`src/rtl/morse_keyer.sv`:
```
// -----------------------------------------------------------------------------
// morse_keyer
// Timed Morse key generator. It takes one letter (element count and a
// dot/dash pattern) or one word-space request per handshake. It then drives a
// single key line with standard Morse timing, measured in programmable units
// of UNIT_CYCLES clocks.
//
// Ports:
//   clk          rising-edge clock
//   rst_n        asynchronous active-low reset; aborts any letter in progress
//   in_valid     producer has a letter or space request
//   in_ready     keyer is idle and accepts on this edge
//   in_space     request is a word space (sym_len/sym_bits ignored)
//   sym_len      element count minus one (0..3)
//   sym_bits     pattern, bit sym_len sent first, bit 0 last (1 = dash)
//   key_out      1 while a mark is keyed
//   is_dash      1 while the current mark is a dash
//   busy         1 whenever not idle
//   letter_done  one-cycle pulse in the last cycle of a letter or space
// -----------------------------------------------------------------------------
module morse_keyer #(
  parameter int UNIT_CYCLES = 4
) (
  input  logic       clk,
  input  logic       rst_n,
  input  logic       in_valid,
  output logic       in_ready,
  input  logic       in_space,
  input  logic [1:0] sym_len,
  input  logic [3:0] sym_bits,
  output logic       key_out,
  output logic       is_dash,
  output logic       busy,
  output logic       letter_done
);

  // Cycle counter only has to hold UNIT_CYCLES-1; keep at least one bit.
  localparam int            CW       = (UNIT_CYCLES > 1) ? $clog2(UNIT_CYCLES) : 1;
  localparam logic [CW-1:0] CYC_LAST = CW'(UNIT_CYCLES - 1);

  typedef enum logic [2:0] {
    S_IDLE     = 3'd0,
    S_MARK     = 3'd1,
    S_GAP_EL   = 3'd2,
    S_GAP_LTR  = 3'd3,
    S_GAP_WORD = 3'd4
  } state_t;

  state_t        r_state;
  state_t        w_next;
  logic [CW-1:0] r_cyc;
  logic [2:0]    r_unit;
  logic [1:0]    r_idx;
  logic [3:0]    r_bits;

  logic          w_accept;
  logic          w_cur_dash;
  logic          w_unit_end;
  logic          w_state_end;
  logic [2:0]    w_units;

  assign w_accept   = (r_state == S_IDLE) && in_valid;
  assign w_cur_dash = r_bits[r_idx];
  assign w_unit_end = (r_cyc == CYC_LAST);

  // Number of units the current state lasts.
  always_comb begin
    w_units = 3'd1;
    case (r_state)
      S_MARK:     w_units = w_cur_dash ? 3'd3 : 3'd1;
      S_GAP_EL:   w_units = 3'd1;
      S_GAP_LTR:  w_units = 3'd3;
      S_GAP_WORD: w_units = 3'd4;
      default:    w_units = 3'd1;
    endcase
  end

  // Last cycle of a timed state: final cycle of its final unit.
  assign w_state_end = w_unit_end && (r_unit == (w_units - 3'd1)) && (r_state != S_IDLE);

  // State register.
  always_ff @(posedge clk or negedge rst_n) begin
    if (!rst_n) begin
      r_state <= S_IDLE;
    end else begin
      r_state <= w_next;
    end
  end

  // Next-state logic.
  always_comb begin
    w_next = r_state;
    case (r_state)
      S_IDLE: begin
        if (w_accept) begin
          w_next = in_space ? S_GAP_WORD : S_MARK;
        end else begin
          w_next = S_IDLE;
        end
      end
      S_MARK: begin
        if (w_state_end) begin
          w_next = (r_idx != 2'd0) ? S_GAP_EL : S_GAP_LTR;
        end else begin
          w_next = S_MARK;
        end
      end
      S_GAP_EL: begin
        if (w_state_end) begin
          w_next = S_MARK;
        end else begin
          w_next = S_GAP_EL;
        end
      end
      S_GAP_LTR, S_GAP_WORD: begin
        if (w_state_end) begin
          w_next = S_IDLE;
        end else begin
          w_next = r_state;
        end
      end
      default: w_next = S_IDLE;
    endcase
  end

  // Cycle and unit counters; both restart at every state boundary.
  always_ff @(posedge clk or negedge rst_n) begin
    if (!rst_n) begin
      r_cyc  <= '0;
      r_unit <= 3'd0;
    end else if ((r_state == S_IDLE) || w_state_end) begin
      r_cyc  <= '0;
      r_unit <= 3'd0;
    end else if (w_unit_end) begin
      r_cyc  <= '0;
      r_unit <= r_unit + 3'd1;
    end else begin
      r_cyc  <= r_cyc + CW'(1);
      r_unit <= r_unit;
    end
  end

  // Letter capture at the handshake and element index stepping.
  always_ff @(posedge clk or negedge rst_n) begin
    if (!rst_n) begin
      r_idx  <= 2'd0;
      r_bits <= 4'd0;
    end else if (w_accept && !in_space) begin
      r_idx  <= sym_len;
      r_bits <= sym_bits;
    end else if ((r_state == S_GAP_EL) && w_state_end) begin
      r_idx  <= r_idx - 2'd1;
      r_bits <= r_bits;
    end else begin
      r_idx  <= r_idx;
      r_bits <= r_bits;
    end
  end

  // Outputs decoded from registered state only.
  always_comb begin
    in_ready    = 1'b0;
    key_out     = 1'b0;
    is_dash     = 1'b0;
    busy        = 1'b1;
    letter_done = 1'b0;
    case (r_state)
      S_IDLE: begin
        in_ready = 1'b1;
        busy     = 1'b0;
      end
      S_MARK: begin
        key_out = 1'b1;
        is_dash = w_cur_dash;
      end
      S_GAP_EL: begin
        key_out = 1'b0;
      end
      S_GAP_LTR, S_GAP_WORD: begin
        letter_done = w_state_end;
      end
      default: begin
        busy = 1'b1;
      end
    endcase
  end

endmodule

```
`config.mk`:
```
export PLATFORM = sky130hd
export DESIGN_NAME = morse_keyer
export DESIGN_NICKNAME = d
export VERILOG_FILES = /design/src/rtl/morse_keyer.sv
export SDC_FILE = /design/constraint.sdc
export NUM_CORES = 1
export LEC_CHECK = 0
export CORE_MARGIN = 4
export CORE_UTILIZATION = 45
export CTS_CLUSTER_DIAMETER = 150
export DETAILED_ROUTE_END_ITERATION = 8
export PLACE_DENSITY = 0.75
export SLEW_MARGIN = 15
export SYNTH_ARGS = -nofsm -noshare
export SYNTH_HDL_FRONTEND = slang
export SYNTH_SLANG_ARGS = --single-unit
export TNS_END_PERCENT = 50
```
`constraint.sdc`:
```
create_clock -name clk -period 2.4 [get_ports clk]
set_input_delay 0.36 -clock clk [delete_from_list [all_inputs] [get_ports clk]]
set_output_delay 0.36 -clock clk [all_outputs]
set_load 0.02 [all_outputs]
```
# Yosys cells after proc, flatten, opt, wreduce, memory -nomap -nowiden
# Index checks and enable logic that the tools add are counted.
# totals
ff_bits	14
word_cells	52
output_inout_bits	5
# op_classes
reduce_logical	13
n_addsub	4
n_lt_le_gt_ge	1
muxes	22
n_eq_ne	7
# ops
operator	n
$mux W3	5
$mux W2	7
$pmux W3 S4	1
$pmux W3 S3	1
$mux W1	7
$eq A3 B2 Y1 const B	2
$reduce_bool A2 Y1	3
$logic_and A1 B1 Y1	5
$add A3 B1 Y3 const B	1
$eq A3 B1 Y1 const B	1
$eq A3 B3 Y1	1
$eq A3 B3 Y1 const B	1
$logic_not A3 Y1	1
$lt A2 B3 Y1 const B	1
$reduce_bool A3 Y1	1
$sub A3 B1 Y3 const B	1
$add A2 B1 Y2 const B	1
$bmux W1 S2	1
$eq A2 B2 Y1 const B	1
$ne A2 B2 Y1 const B	1
$reduce_or A2 Y1	1
$sub A2 B1 Y2 const B	1
$logic_not A1 Y1	1
$logic_or A1 B1 Y1	1

# Logic depth before layout (Yosys ltp)
# Gate-level depths: netlist of the first run.
# depth
word_depth	11
ltp_mapped	7
depth_no_buf	7

# Worst setup path before layout of the first run
# Ideal clock, no wire load.
# synth_path
kind	register to output
from	register r_idx[0]
to	output letter_done
setup_slack_ns	-0.259
n_path_buf	0
path_stages_with_launch	8
arrival_ns	2.299
cell_sequence	dfrtp_1 mux4_2 o21ai_0 ha_1 xnor2_1 nor4_1 nor2_1 nor2_1
# synth_between
elab_chain_cells	9
# synth_lines
element	line_no	rtl
from (decl)	53	logic [1:0] r_idx;
from (signal assigned)	149	r_idx <= sym_len;
from (signal assigned)	152	r_idx <= r_idx - 2'd1;
from (signal assigned)	155	r_idx <= r_idx;
$bmux W1 S2	63	assign w_cur_dash = r_bits[r_idx];
$mux W1 (implied by the code)	63	
$mux W2	70	S_MARK: w_units = w_cur_dash ? 3'd3 : 3'd1;
$pmux W3 S3	69	case (r_state)
$sub A3 B1 Y3	79	assign w_state_end = w_unit_end && (r_unit == (w_units - 3'd1)) && (r_state != S_IDLE);
$eq A3 B3 Y1	79	
$logic_and A1 B1 Y1 (2 in series)	79	
$mux W1	167	case (r_state)
to (decl)	34	output logic letter_done
# Every way passes these cells. The select of a mux whose other input is x is not followed.

# Final worst setup path of the first run
# Same ends and word-level chain as after synthesis.

==> qor.csv, run 1 <==
stage,metric,value,unit
timing,Worst Skew,0.00128,ns
setup_path,CP required,2.04,ns
drt,Iter 0 DRT Violations,15,
timing,endpoints failing hold,0,
global_route,global-route wire length before repair,3.10,mm
synth,Cells after Synth,78,
timing,RSZ-0062 raised after global routing,yes,
clock_tree,Clock H-tree levels,1,
layout,fin util,0.697,
floorplan,core area,0.00176,mm²
floorplan,IO Pins,15,
clock_tree,# clock sinks,14,
global_route,pin count of the biggest net entering global routing,15,
synth,ranking of synthesized cells by area,"dfrtp_1 (41%), ha_1 (5.9%), mux2_2 (5.3%), mux2i_1 (3.5%), xor2_1 (3.1%)",
synth,Seq cells post-synth,14,
drt,detailed-route wire length,1.77,mm
synth,Main synth FF type,dfrtp_1,
clock_tree,CTS Root Cell,clkbuf_4,
floorplan,Die H,51.5,µm
drt,Antenna Nets Post-Route,0,
global_route,gr usage total,0.153,
drt,WL/cell,12.9,µm
clock_tree,CTS tree,built,
timing,setup violators final,2,
drt,Initial DRT Pass Iterations,4,
global_route,initial antenna violation count,0,
setup_path,"CP delay by family, top",multiplexers,
outcome,outcome,finished with violations,
setup_path,CP startpoint kind,flop,
floorplan,Die X,51.5,µm
setup_path,CP peak stage delay,0.53,ns
drt,DR vias,703,
min_path,Hold WC Path Type,reg -> reg,
power_and_ir_drop,PwrDens,965,mW/mm²
clock_tree,Bufs on Longest Clock Path,2,
layout,Finished Layout Cells,137,
placement,pre-CTS setup slack,-0.516,ns
placement,placed cell area,0.00112,mm²
synth,"Seq/Total Area, Yosys",0.412,
setup_path,kind of critical path,reg -> out,
floorplan,DIE AREA,0.00265,mm²
setup_path,CP max FO,2,
layout,layout cells sized above 1,0.375,
global_route,GRT overflow,0,
setup_path,CP max stage cell,mux4_2,
timing,relative slew slack,0.602,
setup_path,Worst EP arrival,2.40,ns
synth,Synth Cell Area,850,µm²
timing,Tcrit/Tclk final,1.15,
timing,Worst-Margin Slew,0.594,ns
timing,Achievable Freq,0.362,GHz
outcome,violated checks,negative setup slack,
drt,DR vias/cell,5.13,
synth,"Avg Cell Area, Syn",10.9,µm²
floorplan,FP Rows,15,
timing,Max Slew Vio Count,0,
timing,hold_ws,0.439,ns
clock_tree,clock latency on the worst-skew pair,0.26,ns
setup_path,CP Buf/Inv Count,2,
timing,worst setup margin,-0.359,ns
synth,top-area cell type share of the netlist area,0.412,
global_route,vias in the first global route,709,
run,total of max-cap violations,0,
placement,Port Buffers,14,
placement,placed cell count,129,
floorplan,starting density of the core,0.482,
setup_path,CP Capture Type,output port,
clock_tree,Num CTS Buffers,3,
layout,n_diodes,0,
synth,Post-Syn Nets,92,
layout,Final nets,127,
setup_path,worst-path cell chain,mux4_2 -> o21ai_2 -> ha_4 -> buf_6 -> xor2_2 -> and4_1 -> nor2_2 -> nor2_2 -> buf_6,
synth,number of synthesized flops with an enable pin,0,
synth,Async SR Flop Fraction,1.00,
synth,most frequent cell after synthesis,dfrtp_1,
timing,crit path time final,2.76,ns
synth,"top cells by count, synth","dfrtp_1 (14), nor2_1 (5)",
placement,DPL Wire Length,1.46,mm
drt,# DRC,0,
synth,Synth area leader,dfrtp_1,
layout,P&R area growth vs syn,44.8,%
clock_tree,Clock Pin Slew Worst Setup and Hold Paths,0.08,ns
synth,Synthesis Warnings,0,
synth,post-synthesis cell type count,31,
layout,design area,0.00123,mm²
power_and_ir_drop,"IR drop worst, VDD",0.790,mV
power_and_ir_drop,Static Leak,0.584,nW
clock_tree,CTS hold repair buffers,0,
placement,routability congestion estimate,0.821,
area by class of cell:
cell class | instances | area [µm²]
Clock buffer | 4 | 36.3
Fill cell | 146 | 534
Inverter | 3 | 11.3
Multi-Input combinational cell | 60 | 526
Sequential cell | 14 | 350
Tap cell | 25 | 31.3
Timing Repair Buffer | 31 | 275
worst register-to-register path, cell delays in order, from the launching register on:
cell and delay (ns):
dfrtp_1 0.37, mux4_2 0.53, o21ai_2 0.19, ha_4 0.23
xnor2_1 0.15, or4_4 0.55, a21oi_2 0.16, o221ai_2 0.10
placed cells by master (no fill, tap or decap), drive strengths merged, types with 2 or more instances in the layout:
cell type / count
mux2i: 3
nand4: 3
nand3: 3
xnor2: 2
and2: 4
clkbuf: 4
mux2: 4
xor2: 3
dfrtp: 14
buf: 18
a21oi: 3
inv: 3
nor2: 5
nor3: 5
o21ai: 4
nand2: 2
nor2b: 3
ha: 4
clkdlybuf4s50: 12
metal layers:
metal	vias up	track usage	part of all wire
met1	331	0.206	0.45
li1	354	-	-
met4	0	0.0524	0.0074
met3	2	0.0262	0.042
met2	16	0.248	0.49
met5	-	0	0
repair_timing:
action	4_1_cts	5_1_grt
pin swaps	3	10
setup buffers	4	0
gates resized for setup	9	7
endpoints found under the setup margin	9	11
metrics by stage:
stage / total power [mW] / TNS (ns)
CTS: 1.16 / -0.463
global route: 1.28 / -0.703
detailed placement: 0.949 / -0.919
floorplan: 0.701 / 0
global placement: 0.928 / -0.431
finish: 1.19 / -0.372
worst paths after layout:
path / startpoint / slack, ns / cells past startpoint / end
worst max-delay path: r_idx[0]$_DFFE_PN0P_ / -0.36 / 9 / letter_done
worst min-delay path: r_cyc[0]$_DFF_PN0_ / 0.44 / 1 / r_cyc[0]$_DFF_PN0_
worst max register to register: r_idx[0]$_DFFE_PN0P_ / -0.01 / 7 / r_state[0]$_DFFE_PN0P_
worst min register to register: r_cyc[0]$_DFF_PN0_ / 0.44 / 1 / r_cyc[0]$_DFF_PN0_
max in group asynchronous: rst_n / 1.55 / 1 / r_idx[0]$_DFFE_PN0P_
min in group asynchronous: rst_n / 0.46 / 1 / r_cyc[1]$_DFF_PN0_
report_power, final:
group	total [mW]	switching, mW	internal (mW)
Combinational	0.680	0.308	0.372
Clock	0.159	0.0667	0.0920
Sequential	0.348	0.0488	0.299
logic make-up (layout without fill, tap and decap cells):
| group | after synthesis | in the layout | synth area share |
|---|---|---|---|
| fa+ha+maj | 4 | 4 | 0.0589 |
| compound gates | 9 | 9 | 0.0751 |
| simple gates | 34 | 34 | 0.265 |
| flops | 14 | 14 | 0.412 |
| buf+inv | 4 | 38 | 0.0221 |
| xor+xnor | 5 | 5 | 0.0516 |
| mux | 8 | 8 | 0.115 |
state kept, by name (all words and copies together) (netlist names):
register	flops
r_bits	4
r_idx	2
r_state	3
r_unit	3
r_cyc	2
Note: power is estimated with default switching activity, not from simulation.
==> run 2, diff against run 1 <==
Settings changed: CORE_UTILIZATION 45 to 30, PLACE_DENSITY 0.75 to 0.54, SETUP_SLACK_MARGIN set to 0.1.
==> run 2 against run 1 <==
  * The run still ends with negative setup slack left
  * Core utilization down 22 points
  * Clock skew up 0.016 ns
  * Register-to-register slack got worse by 0.11 ns
  * Global-route usage shrank 2.6 points
  * Worst setup slack improved by 0.061 ns
  * Cell area rose by 5.2%
  * Die area is 42% higher
  * Non-clock buffer count increased by 4
  * First-iteration DRC count grew to 3.0 times the previous value
  * Sequential cell count stayed put
  * Critical endpoint unchanged
  * Largest cell class unchanged
  * Highest routed layer is now met3
==> qor.csv, run 2 (same netlist as run 1, synthesis figures left out) <==
stage,metric,value,unit
clock_tree,Clock Pin Slew Worst Setup and Hold Paths,0.09,ns
drt,Initial DRT Pass Iterations,4,
drt,DR vias/cell,5.03,
layout,Register Area,350,µm²
setup_path,"CP delay by family, top",multiplexers,
layout,fin util,0.473,
setup_path,CP max stage cell,mux4_2,
setup_path,reg-to-reg startpoint,r_idx[0]$_DFFE_PN0P_,
timing,Achievable Freq,0.371,GHz
timing,Worst Skew,0.0171,ns
drt,WL/cell,15.2,µm
global_route,pin count of the biggest net entering global routing,15,
setup_path,CP startpoint kind,flop,
timing,Max Slew Vio Count,0,
timing,endpoints failing hold,0,
drt,wire length on met1,1.13,mm
layout,most frequent cells in the layout,"buf_4 (21), dfrtp_1 (14), clkdlybuf4s50_1 (11)",
min_path,Hold WC Path Type,reg -> reg,
power_and_ir_drop,PwrDens,973,mW/mm²
clock_tree,Bufs on Longest Clock Path,2,
min_path,Hold Startpoint,r_cyc[0]$_DFF_PN0_,
timing,hold_ws,0.443,ns
setup_path,CP Capture Type,output port,
drt,Iter 0 DRT Violations,45,
floorplan,Die X,61.2,µm
run,total of max-cap violations,0,
outcome,violated checks,negative setup slack,
setup_path,worst-path cell chain,mux4_2 -> o21ai_2 -> ha_4 -> xnor2_4 -> nor4_2 -> nor2_2 -> nor2_2 -> buf_6,
clock_tree,# clock sinks,14,
floorplan,FP Rows,19,
setup_path,CP Buf/Inv Count,1,
clock_tree,CTS Root Cell,clkbuf_4,
layout,n_diodes,0,
timing,setup violators final,5,
timing,RSZ-0062 raised after global routing,yes,
setup_path,CP peak stage delay,0.53,ns
timing,crit path time final,2.70,ns
layout,"commonest non-fill, non-tap cell in the layout",buf_4,
floorplan,core area,0.00273,mm²
setup_path,CP required,2.04,ns
global_route,vias in the first global route,742,
drt,top layer in use,met3,
layout,Final nets,131,
drt,detailed-route wire length,2.24,mm
clock_tree,clock latency on the worst-skew pair,0.30,ns
timing,Tcrit/Tclk final,1.12,
min_path,WHS Path Cells,1,
layout,Top reg by flops,r_bits,
layout,Filler Cells Inserted,250,
placement,DPL Wire Length,1.61,mm
global_route,GRT overflow,0,
power_and_ir_drop,"IR drop worst, VDD",0.672,mV
outcome,outcome,finished with violations,
placement,routability congestion estimate,0.857,
timing,relative slew slack,0.544,
floorplan,Die H,61.2,µm
setup_path,reg-to-reg endpoint,r_state[0]$_DFFE_PN0P_,
drt,# DRC,0,
layout,Multi-input gate area,557,µm²
clock_tree,CTS tree,built,
global_route,global-route wire length before repair,3.49,mm
drt,DR vias,739,
floorplan,starting density of the core,0.311,
timing,worst setup margin,-0.298,ns
setup_path,kind of critical path,reg -> out,
drt,met3 routed WL,67,µm
setup_path,r2r setup slk,-0.12,ns
global_route,gr usage total,0.127,
setup_path,R2R cell count,8,
power_and_ir_drop,Static Leak,0.614,nW
layout,layout cells sized above 1,0.422,
drt,met2 WL,1.05,mm
clock_tree,Num CTS Buffers,3,
setup_path,CP max FO,2,
setup_path,CP most frequent cell,nor2_2,
global_route,initial antenna violation count,0,
layout,max FFs per register,4,
clock_tree,Clock H-tree levels,1,
timing,Worst-Margin Slew,0.682,ns
placement,Port Buffers,14,
floorplan,DIE AREA,0.00375,mm²
min_path,Min-Delay Endpoint,r_cyc[0]$_DFF_PN0_,
drt,Antenna Nets Post-Route,0,
layout,top flop regs,"r_bits x4, r_state x3, r_unit x3",
setup_path,Worst EP arrival,2.34,ns
layout,P&R area growth vs syn,52.3,%
floorplan,IO Pins,15,
==> run 2: how the worst max path moves through the flow <==
stage / start / to / cells after the start
2_1_floorplan: r_idx[0]$_DFFE_PN0P_ / letter_done / 7
3_3_place_gp: r_idx[0]$_DFFE_PN0P_ / letter_done / 8
3_5_place_dp: r_idx[0]$_DFFE_PN0P_ / letter_done / 8
4_1_cts: r_idx[0]$_DFFE_PN0P_ / letter_done / 8
5_1_grt: r_idx[0]$_DFFE_PN0P_ / letter_done / 8
6_report: r_idx[0]$_DFFE_PN0P_ / letter_done / 8
==> run 2: routing by layer <==
layer | global-route usage | up-vias
met5 | 0 | -
met2 | 0.186 | 12
met3 | 0.0398 | 0
li1 | - | 358
met4 | 0.0186 | 0
met1 | 0.188 | 369
==> run 2: cell type report <==
cell class,instances,area share
multi-input combinational,60,0.430
tap,31,0.0300
sequential,14,0.271
timing repair buffer,35,0.232
clock buffer,4,0.0280
inverter,3,0.00870
==> run 2: repair_timing <==
item | 4_1_cts | 5_1_grt
gates resized for setup | 10 | 12
pin swaps | 3 | 9
hold buffers | 0 | 0
setup buffers | 3 | 2
endpoints found under the setup margin | 9 | 11
gates cloned | 0 | 0
==> run 2: power breakdown <==
| part | internal, mW | total, mW | switching (mW) |
|---|---|---|---|
| clock | 0.0924 | 0.182 | 0.0900 |
| combinational | 0.392 | 0.724 | 0.332 |
| sequential | 0.299 | 0.352 | 0.0534 |
==> run 2: per-stage QoR <==
step                cell area, µm²  total power [mW]  cells  TNS, ns  setup WS [ns]
CTS                           1220              1.18    145   -0.359         -0.287
detailed placement            1150             0.967    138   -0.525         -0.462
finish                        1290              1.26    147   -0.524         -0.298
global placement              1150             0.955    138   -0.427         -0.401
floorplan                      858             0.702     78        0         0.0329
global route                  1290              1.34    147    -1.01         -0.368
==> run 3, diff against run 2 <==
Settings changed: PLACE_DENSITY 0.54 to 0.52, SKIP_LAST_GASP set to 1.
Clock period 2.4 ns to 3.34 ns, I/O delays scaled along.
==> run 3 against run 2 <==
  * The flow now finishes without violations
  * Core utilization is 7.5 points lower
  * Wire length fell by 20%
  * Largest power group unchanged
  * Via count shrank 12%
  * Sequential cell count unchanged
  * Cell area is 16% lower
  * Global-route usage down 1.3 points
  * Final cell count fell by 12%
  * Highest routed layer is now met4
==> qor.csv, run 3 (same netlist as run 1, synthesis figures left out) <==
stage,metric,value,unit
global_route,pin count of the biggest net entering global routing,15,
placement,Port Buffers,14,
floorplan,core area,0.00273,mm²
layout,Multi-input gate area,494,µm²
clock_tree,CTS hold repair buffers,0,
timing,Worst-Margin Slew,0.654,ns
clock_tree,CTS Root Cell,clkbuf_4,
layout,layout cells sized above 1,0.224,
layout,Final nets,113,
layout,Finished Layout Cells,129,
timing,endpoints failing hold,0,
min_path,Hold WC Path Type,reg -> reg,
power_and_ir_drop,Switching Share,0.379,
setup_path,kind of critical path,reg -> out,
setup_path,Worst EP arrival,2.54,ns
layout,fin util,0.398,
power_and_ir_drop,Static Leak,0.494,nW
layout,Top reg by flops,r_bits,
power_and_ir_drop,internal cell power,460,µW
timing,hold_ws,0.440,ns
layout,most frequent cells in the layout,"dfrtp_1 (14), clkdlybuf4s50_1 (13), nor2_1 (5)",
setup_path,Worst setup startpoint,r_idx[0]$_DFFE_PN0P_,
global_route,gr usage total,0.114,
setup_path,CP required,2.84,ns
timing,RSZ-0062 raised after global routing,no,
global_route,initial antenna violation count,0,
timing,Worst Skew,0.00336,ns
timing,relative slew slack,0.562,
floorplan,IO Pins,15,
layout,n_diodes,0,
setup_path,reg-to-reg startpoint,r_idx[0]$_DFFE_PN0P_,
timing,crit path time final,3.04,ns
power_and_ir_drop,sequential share of power,0.353,
placement,DPL Wire Length,1.40,mm
drt,Antenna Nets Post-Route,0,
placement,placed cell count,124,
placement,pre-CTS setup slack,0.0922,ns
clock_tree,Clock Pin Slew Worst Setup and Hold Paths,0.09,ns
layout,design area,0.00109,mm²
clock_tree,clock latency on the worst-skew pair,0.28,ns
global_route,GRT overflow,0,
power_and_ir_drop,PwrDens,681,mW/mm²
timing,setup violators final,0,
placement,routability congestion estimate,0.806,
drt,# DRC,0,
setup_path,CP max FO,4,
drt,WL/cell,13.9,µm
power_and_ir_drop,Clock power frac,0.167,
power_and_ir_drop,total power,741,µW
clock_tree,Bufs on Longest Clock Path,2,
layout,P&R area growth vs syn,28.1,%
setup_path,reg-to-reg endpoint,r_state[0]$_DFFE_PN0P_,
floorplan,Die H,61.2,µm
timing,Max Slew Vio Count,0,
setup_path,CP startpoint kind,flop,
floorplan,FP Rows,19,
layout,Filler Cells Inserted,264,
timing,setup_tns,0,ns
timing,Tcrit/Tclk final,0.910,
power_and_ir_drop,Comb pwr share,0.480,
global_route,vias in the first global route,658,
floorplan,Die X,61.2,µm
floorplan,DIE AREA,0.00375,mm²
drt,Iter 0 DRT Violations,4,
setup_path,r2r setup slk,0.79,ns
clock_tree,# clock sinks,14,
layout,"commonest non-fill, non-tap cell in the layout",dfrtp_1,
layout,top flop regs,"r_bits x4, r_state x3, r_unit x3",
global_route,global-route wire length before repair,3.05,mm
drt,detailed-route wire length,1.79,mm
clock_tree,CTS tree,built,
layout,max FFs per register,4,
outcome,outcome,"finished, final reports clean",
placement,placed cell area,0.00104,mm²
layout,Register Area,350,µm²
setup_path,CP endpoint,letter_done,
power_and_ir_drop,"IR drop worst, VDD",0.372,mV
floorplan,starting density of the core,0.311,
drt,Initial DRT Pass Iterations,2,
clock_tree,Clock H-tree levels,1,
timing,worst setup margin,0.301,ns
setup_path,CP Capture Type,output port,
clock_tree,Num CTS Buffers,3,
timing,Achievable Freq,0.329,GHz
setup_path,R2R cell count,7,
run,total of max-cap violations,0,
power_and_ir_drop,switching pwr,281,µW
drt,DR vias/cell,5.06,
drt,DR vias,653,
[run 3: changes by cell type in the layout (fill, tap and decap cells not counted), sizes merged]
cell,delta
clkbuf,+1
buf,-19
dlymetal6s2s,-1
clkdlybuf4s50,+2
dlygate4sd2,-1
[run 3: timing repair]
item | CTS | global route
setup buffers | 0 | 1
setup endpoints to repair | 1 | 1
gates resized for setup | 3 | 2
[run 3: routing by layer]
layer / track usage / share of wire / vias to the layer above
met1: 0.145 / 0.45 / 316
met2: 0.174 / 0.51 / 9
met5: 0 / 0 / -
li1: - / - / 324
met3: 0.0189 / 0.021 / 4
met4: 0.0805 / 0.023 / 0
[run 3: power by group through the flow]
stage / clock, mW / combinational, mW / sequential (mW)
floorplan: 0 / 0.247 / 0.250
global placement: 0 / 0.344 / 0.264
detailed placement: 0 / 0.351 / 0.266
CTS: 0.129 / 0.361 / 0.262
global route: 0.137 / 0.393 / 0.270
finish: 0.124 / 0.355 / 0.261
[run 3: final cells by class]
cell class | instances | area share
Sequential cell | 14 | 0.322
Multi-Input combinational cell | 60 | 0.454
Tap cell | 31 | 0.0356
Timing Repair Buffer | 17 | 0.145
Clock buffer | 4 | 0.0333
Inverter | 3 | 0.0103
[run 3: worst min-delay path by stage]
| stage | from | endpoint | slack [ns] | cells past startpoint |
|---|---|---|---|---|
| 2_1_floorplan | rst_n | r_bits[0]$_DFFE_PN0P_ | 0.21 | 0 |
| 3_3_place_gp | r_cyc[0]$_DFF_PN0_ | r_cyc[0]$_DFF_PN0_ | 0.43 | 1 |
| 3_5_place_dp | r_cyc[0]$_DFF_PN0_ | r_cyc[0]$_DFF_PN0_ | 0.43 | 1 |
| 4_1_cts | r_cyc[0]$_DFF_PN0_ | r_cyc[0]$_DFF_PN0_ | 0.44 | 1 |
| 5_1_grt | r_cyc[0]$_DFF_PN0_ | r_cyc[0]$_DFF_PN0_ | 0.48 | 1 |
| 6_report | r_cyc[0]$_DFF_PN0_ | r_cyc[0]$_DFF_PN0_ | 0.44 | 1 |
[run 3: critical path: stages, from the launching register on]
cell and delay [ns]:
dfrtp_1 0.43, mux4_2 0.53, o21ai_0 0.17, ha_1 0.28, xnor2_1 0.17, nor4_2 0.31, nor2_1 0.09, nor2_1 0.11
clkbuf_2 0.17
